**config.mk**
```make
export PLATFORM = sky130hd
export DESIGN_NAME = lc3_dmem_access_ctrl
export DESIGN_NICKNAME = d
export VERILOG_FILES = /design/src/rtl/lc3_dmem_access_ctrl.sv
export SDC_FILE = /design/constraint.sdc
export NUM_CORES = 1
export LEC_CHECK = 0
export CORE_AREA = 2 2 74 112
export DETAILED_ROUTE_END_ITERATION = 7
export DIE_AREA = 0 0 76 114
export HOLD_SLACK_MARGIN = 0.02
export PLACE_DENSITY = 0.74
export SLEW_MARGIN = 20
export SYNTH_ARGS = -nofsm -noshare
export SYNTH_HDL_FRONTEND = slang
export SYNTH_SLANG_ARGS = --single-unit
```
**constraint.sdc**
```tcl
create_clock -name clock -period 1.88 [get_ports clock]
set_input_delay 0.188 -clock clock [delete_from_list [all_inputs] [get_ports clock]]
set_output_delay 0.188 -clock clock [all_outputs]
set_load 0.005 [all_outputs]
```
**src/rtl/lc3_dmem_access_ctrl.sv**
```systemverilog
// LC3 data-memory access sequencer: direct and indirect loads/stores onto a
// single-port dmem with level commands, completion pulses and a phase timeout.
module lc3_dmem_access_ctrl #(
  parameter int ADDR_W  = 16,
  parameter int DATA_W  = 16,
  parameter int TIMEOUT = 64
) (
  input  logic              clock,
  input  logic              reset_n,
  input  logic              req_valid,
  output logic              req_ready,
  input  logic [1:0]        req_op,
  input  logic [ADDR_W-1:0] req_addr,
  input  logic [DATA_W-1:0] req_wdata,
  output logic              rsp_valid,
  input  logic              rsp_ready,
  output logic [DATA_W-1:0] rsp_data,
  output logic              rsp_err,
  output logic [ADDR_W-1:0] dmem_addr,
  output logic [DATA_W-1:0] dmem_din,
  output logic              dmem_rd,
  output logic              dmem_wr,
  input  logic [DATA_W-1:0] dmem_dout,
  input  logic              dmem_complete
);

  // state | meaning
  // IDLE  | waiting for a request, req_ready high
  // PTR   | indirect op: pointer read outstanding
  // ACC   | data read/write outstanding
  // RSP   | response held until rsp_ready
  localparam logic [1:0] S_IDLE = 2'd0;
  localparam logic [1:0] S_PTR  = 2'd1;
  localparam logic [1:0] S_ACC  = 2'd2;
  localparam logic [1:0] S_RSP  = 2'd3;

  localparam int TW = (TIMEOUT > 0) ? $clog2(TIMEOUT + 1) : 1;
  localparam logic [TW-1:0] TMAX = (TIMEOUT > 0) ? TW'(TIMEOUT - 1) : '0;

  logic [1:0]        state;
  logic              op_wr;
  logic [DATA_W-1:0] wdata_q;
  logic [TW-1:0]     timer;
  logic              expired;

  assign expired = (TIMEOUT != 0) && (timer == TMAX);

  always_ff @(posedge clock or negedge reset_n) begin
    if (!reset_n) begin
      state     <= S_IDLE;
      req_ready <= 1'b1;
      rsp_valid <= 1'b0;
      rsp_err   <= 1'b0;
      rsp_data  <= '0;
      dmem_rd   <= 1'b0;
      dmem_wr   <= 1'b0;
      dmem_addr <= '0;
      dmem_din  <= '0;
      timer     <= '0;
      op_wr     <= 1'b0;
      wdata_q   <= '0;
    end else begin
      case (state)
        S_IDLE: begin
          if (req_valid && req_ready) begin
            req_ready <= 1'b0;
            op_wr     <= req_op[0];
            wdata_q   <= req_wdata;
            dmem_addr <= req_addr;
            dmem_din  <= req_wdata;
            timer     <= '0;
            if (req_op[1]) begin
              state   <= S_PTR;
              dmem_rd <= 1'b1;
            end else begin
              state   <= S_ACC;
              dmem_rd <= ~req_op[0];
              dmem_wr <= req_op[0];
            end
          end
        end
        S_PTR: begin
          // A completion in the last allowed cycle takes priority over the timeout.
          if (dmem_complete) begin
            state     <= S_ACC;
            dmem_addr <= dmem_dout[ADDR_W-1:0];
            dmem_rd   <= ~op_wr;
            dmem_wr   <= op_wr;
            timer     <= '0;
          end else if (expired) begin
            state     <= S_RSP;
            dmem_rd   <= 1'b0;
            rsp_valid <= 1'b1;
            rsp_err   <= 1'b1;
            rsp_data  <= '0;
          end else begin
            timer <= timer + TW'(1);
          end
        end
        S_ACC: begin
          if (dmem_complete) begin
            state     <= S_RSP;
            dmem_rd   <= 1'b0;
            dmem_wr   <= 1'b0;
            rsp_valid <= 1'b1;
            rsp_err   <= 1'b0;
            rsp_data  <= op_wr ? wdata_q : dmem_dout;
          end else if (expired) begin
            state     <= S_RSP;
            dmem_rd   <= 1'b0;
            dmem_wr   <= 1'b0;
            rsp_valid <= 1'b1;
            rsp_err   <= 1'b1;
            rsp_data  <= '0;
          end else begin
            timer <= timer + TW'(1);
          end
        end
        default: begin
          if (rsp_ready) begin
            state     <= S_IDLE;
            rsp_valid <= 1'b0;
            rsp_err   <= 1'b0;
            req_ready <= 1'b1;
          end
        end
      endcase
    end
  end

endmodule

```
# Yosys cells after proc, flatten, opt, wreduce, memory -nomap -nowiden
# Index checks and enable logic that the tools add are counted.
# W data, S select, Z words.
[totals] regBits=63 input_bits=55 output_inout_bits=53 elab_cells=87
[op_classes] addsub=1 eq_ne=9 mux=44 bitwise_logic=4 n_reduce_logical=18
[op_table] operator="$mux W16" count=6
[op_table] operator="$pmux W16 S2" count=2
[op_table] operator="$mux W7" count=4
[op_table] operator="$pmux W7 S3" count=1
[op_table] operator="$mux W1" count=19
[op_table] operator="$mux W2" count=6
[op_table] operator="$pmux W1 S3" count=4
[op_table] operator="$reduce_and A3 Y1" count=4
[op_table] operator="$ne A2 B2 Y1 const B" count=5
[op_table] operator="$reduce_and A2 Y1" count=4
[op_table] operator="$add A7 B1 Y7 const B" count=1
[op_table] operator="$eq A7 B6 Y1 const B" count=1
[op_table] operator="$pmux W2 S3" count=1
[op_table] operator="$reduce_bool A2 Y1" count=3
[op_table] operator="$reduce_bool A3 Y1" count=2
[op_table] operator="$reduce_and A5 Y1" count=1
[op_table] operator="$not A1 Y1" count=4
[op_table] operator="$reduce_bool A4 Y1" count=1
[op_table] operator="$ne A3 B3 Y1 const B" count=1
[op_table] operator="$eq A2 B1 Y1 const B" count=1
[op_table] operator="$eq A2 B2 Y1 const B" count=1
[op_table] operator="$logic_not A2 Y1" count=1
[op_table] operator="$pmux W1 S2" count=1
[op_table] operator="$reduce_or A2 Y1" count=1
[op_table] operator="$logic_and A1 B1 Y1" count=1

# Depth between registers and ports, before layout
[logic_depth] word_depth=4 ltp_mapped=8 ltp_nobuf=6

# Worst setup path before layout
# No wires, ideal clock.
[synth_path] path_kind="reg-to-reg" from="register state[0]" to="register timer[5]" t_arrival_ns=1.785 required_time_ns=1.803 slack_ns=0.018 stages_incl_launch_ff=8 period_less_slack_ns=1.862 cell_sequence="dfrtp_1 > inv_1 > ha_1 > buf_6 > a21boi_4 > a211o_4 > or4_1 > a21oi_1"
[synth_between] elab_chain_cells=3 elab_cells_between_ends=8 classes_between="eq/ne: 4; mux: 1; reduce/logical: 3"
[synth_lines] element="start: declaration" line_no="40" source="logic [1:0] state;"
[synth_lines] element="start signal: assignment" line_no="50" source="state <= S_IDLE;"
[synth_lines] element="start signal: assignment" line_no="73" source="state <= S_PTR;"
[synth_lines] element="start signal: assignment" line_no="76" source="state <= S_ACC;"
[synth_lines] element="$eq A2 B2 Y1 (tied with other cells)" line_no="63" source="case (state)"
[synth_lines] element="$ne A2 B2 Y1 (no source line) or $reduce_bool A3 Y1 (tied branches)"
[synth_lines] element="$reduce_and A3 Y1 (no source line)"
[synth_lines] element="end signal: assignment" line_no="97" source="timer <= timer + TW'(1);"
[synth_lines] element="end signal: assignment" line_no="116" source="timer <= timer + TW'(1);"
[synth_lines] element="end: declaration" line_no="43" source="logic [TW-1:0] timer;"
# Parallel ways exist; a longest one is shown, timed or not.
# A chain may end at the register's enable or synchronous reset.

# Final worst setup path
[layout_path] from="register state[1]" to="register timer[3]"
# Same word-level chain as after synthesis.

==> summary.txt <==
Synth
  • Sequential element share of the synthesized area: 52.19%
  • Synth Area in XOR/XNOR: 0%
  • Synth Area in Simple Gates: between 7 and 8%
  • Synth Area in Adders: 2.483%
  • Synth unique cells: a little over 40
  • Mux contribution to synthesized area: 16.93%
  • Largest family of logic cells by synthesized area: compound AO/OA/AOI/OAI gates
  • Ys async rst share: 100.0%
  • Cell taking the most area after synthesis: dfrtp_1
  • Synth Flop Type: dfrtp_1
  • Synth area leaders: dfrtp_1 (51%), mux2i_1 (11%), mux2_2 (6.3%)
  • Compound-gate portion of the synthesized area: 17.14%
  • Post-Syn Area per Cell: 11.58 um2
  • Gate Count Post-Synth: 261
  • Cell area after synthesis: ~3000 um2
  • Syn_nets: 322
  • Area share of the largest cell type after synthesis: 51.32%
  • Yosys reg bits: 63
  • Synth warn: 0
  • Post-synth EDFFs: 0

Timing
  • Max Clk Rate: between 500 and 600 MHz
  • Tcrit/Tclk final: 98.11%
  • Fin Hold WS: 0.3979 ns
  • Final Hold Fails: 0
  • Final Max Slew Viols: 0
  • Max_slew headroom: 63.94%
  • Post-layout min period: between 1.5 and 2 ns
  • Slew @ Worst Pin: roughly 0.54 ns
  • Final setup TNS: 0 ns
  • # setup viols final: 0
  • Setup Skew: roughly 0.0072 ns

Placement
  • Placed cell areas: 4363 um2
  • Half-perimeter wire length after placement: slightly above 6 mm
  • # port buffers: 107
  • Placer Congestion: 0.9360
  • Inst Count DP: 482

Finish
  • Area of the multi-input gates: 1406 um2
  • Layout cells sized above 1: 19.50%
  • Fin area: ~4800 um2
  • ANT cells: 0
  • Synthesis-to-finish area growth: 59.15%
  • Final cell count without fillers: 505
  • Layout fillers: 669
  • Most common cell after layout, fill and taps aside: clkdlybuf4s50_1
  • Reg area: 1578 um2
  • Most frequent cells in the layout: clkdlybuf4s50_1 (106), dfrtp_1 (62), mux2i_1 (32)
  • Net count, final: 456

Die
  • Initial Utilization: 38.97%
  • Die width: 76 um
  • Row cnt: 40
  • Io pins: 108
  • Die footprint: 8664 um2
  • CORE AREA: slightly below 8000 um2
  • Die height: around 110 um

Global routing
  • Grt ovf: 0
  • Global-route wire length before repair: between 10 and 15 mm
  • Initial antenna violation count: 0
  • Via count of the first global-routing pass: about 2,700
  • Largest net degree at the start of global routing: 39
  • GRT Util Overall: 20.21%

CTS
  • Clk buf depth: 2
  • Clk sinks: 63
  • Number of buffers created by CTS: 9
  • TritonCTS clock tree: done
  • Clk slew on worst S/H paths: 0.05 ns
  • CTS root buf: clkbuf_16
  • Clock latency at the later pin of the worst-skew pair: ~0.33 ns
  • H-tree depth: 3

Routing
  • Initial DRC count: 145
  • Drc violations: 0
  • Via density: around 5.3
  • First-pass iteration count of the detailed router: 4
  • Routed Antenna Nets: 0
  • WL/cell: about 18 um
  • Final WL: about 9 mm
  • DR vias: between 2,000 and 3,000

Run status
  • Status: completed

Setup path
  • Critical Path RT: 2.13 ns
  • Crit path DAT: approximately 2.1 ns
  • Crit Path Category: reg -> reg
  • CP max stage delay: roughly 0.49 ns
  • CP Capture Type: register
  • CP Cell Sequence: inv_2, ha_4, a21boi_4, a211o_4, or4_1, a21oi_1
  • CP Launch Type: register
  • Worst-path maximum fanout: 5
  • Slowest stage cell on the critical path: or4_1

Power
  • VDD IR max: a little over 0.0009 V
  • Total Power: 8599 uW
  • Cell Pwr Density: 1787 nW/um2
  • Lkg Pwr: 0.001989 uW

Hold path
  • Worst hold path class: in -> async

Job
  • Maxcap violations: 0
## per-stage QoR
stage	utilization (%)	setup slack, ns
floorplan	-	0.01752
global placement	56.24	0.03834
detailed placement	56.24	-0.03589
CTS	60.35	0.009326
global route	62.02	-0.03262
finish	62.02	0.03556
## where the power goes
group | switching (uW) | internal, uW | total, uW
combinational | 1920 | 2620 | 4540
sequential | 448 | 1990 | 2440
clock | 562 | 1050 | 1620
## registers in the layout (all words and copies together) (netlist names)
| register | cells |
|---|---|
| dmem_addr | 16 |
| dmem_rd | 1 |
| dmem_wr | 1 |
| op_wr | 1 |
| req_ready | 1 |
| rsp_data | 16 |
| rsp_err | 1 |
| rsp_valid | 1 |
| state | 2 |
| timer | 7 |
| wdata_q | 16 |
## layer usage
metal,track usage [%],vias to the layer above,routed length [um]
met4,9.818,0,236
met3,4.668,23,475
met5,0,-,0
met2,36.37,94,4832
li1,-,1231,-
met1,22.52,1311,3426
## path summary, 6_finish.rpt
path / end / cells past startpoint / slack, ns / startpoint
setup / recovery: timer[3]$_DFFE_PN0P_ / 6 / 0.04 / state[1]$_DFFE_PN0P_
hold / removal: wdata_q[0]$_DFFE_PN0P_ / 3 / 0.40 / reset_n
setup reg to reg: timer[3]$_DFFE_PN0P_ / 6 / 0.04 / state[1]$_DFFE_PN0P_
hold reg to reg: rsp_data[11]$_DFFE_PN0P_ / 1 / 0.49 / rsp_data[11]$_DFFE_PN0P_
max in group asynchronous: dmem_addr[11]$_DFFE_PN0P_ / 3 / 1.07 / reset_n
min in group clock: wdata_q[2]$_DFFE_PN0P_ / 2 / 0.48 / req_wdata[2]
## cell families (layout without fill, tap and decap cells)
kind of cell	count (synthesis)	in the layout
AOI/OAI and AO/OA	75	75
adders and majority gates	6	6
buffers and inverters	23	162
muxes	49	49
DFF	63	63
and+or+nand+nor	45	45
## synthesized netlist by cell type (2+ instances only)
| library cell | instances |
|---|---|
| a21oi_1 | 24 |
| mux2_2 | 17 |
| nand3b_1 | 2 |
| clkbuf_1 | 6 |
| ha_1 | 6 |
| nand3_1 | 5 |
| mux2i_1 | 32 |
| o2bb2ai_1 | 16 |
| inv_1 | 8 |
| buf_2 | 7 |
| nor2_1 | 21 |
| nand2_1 | 4 |
| o41ai_1 | 2 |
| nor2b_1 | 2 |
| a211oi_1 | 3 |
| o21a_1 | 3 |
| a22oi_1 | 2 |
| o31ai_1 | 5 |
| o21ai_0 | 12 |
| dfrtp_1 | 62 |
| or4_1 | 2 |
## area by class of cell
cell class | count | share of cell area [%]
flip-flops and latches | 63 | 32.80
multi-input cells | 175 | 29.23
repair buffers | 138 | 28.56
clock buffers | 12 | 5.124
well taps | 105 | 2.731
clock inverters | 4 | 0.9363
inverters | 8 | 0.6242
## critical path, delay by kind of cell, from the launching register on
kind	cells	cell delay (ns)
compound gates	3	0.59
fa+ha+maj	1	0.17
buf+inv	1	0.09
flops	1	0.42
simple gates	1	0.49
## what timing repair did
| item | CTS | global route |
|---|---|---|
| hold buffers | 1 | 0 |
| gates cloned | 0 | 2 |
| endpoints found under the hold margin | 62 | 0 |
| resized for setup | 3 | 10 |
| setup endpoints to repair | 18 | 43 |
| pin swaps | 1 | 3 |
| setup buffers | 1 | 3 |
No activity file was read; power rests on OpenSTA's default activity.
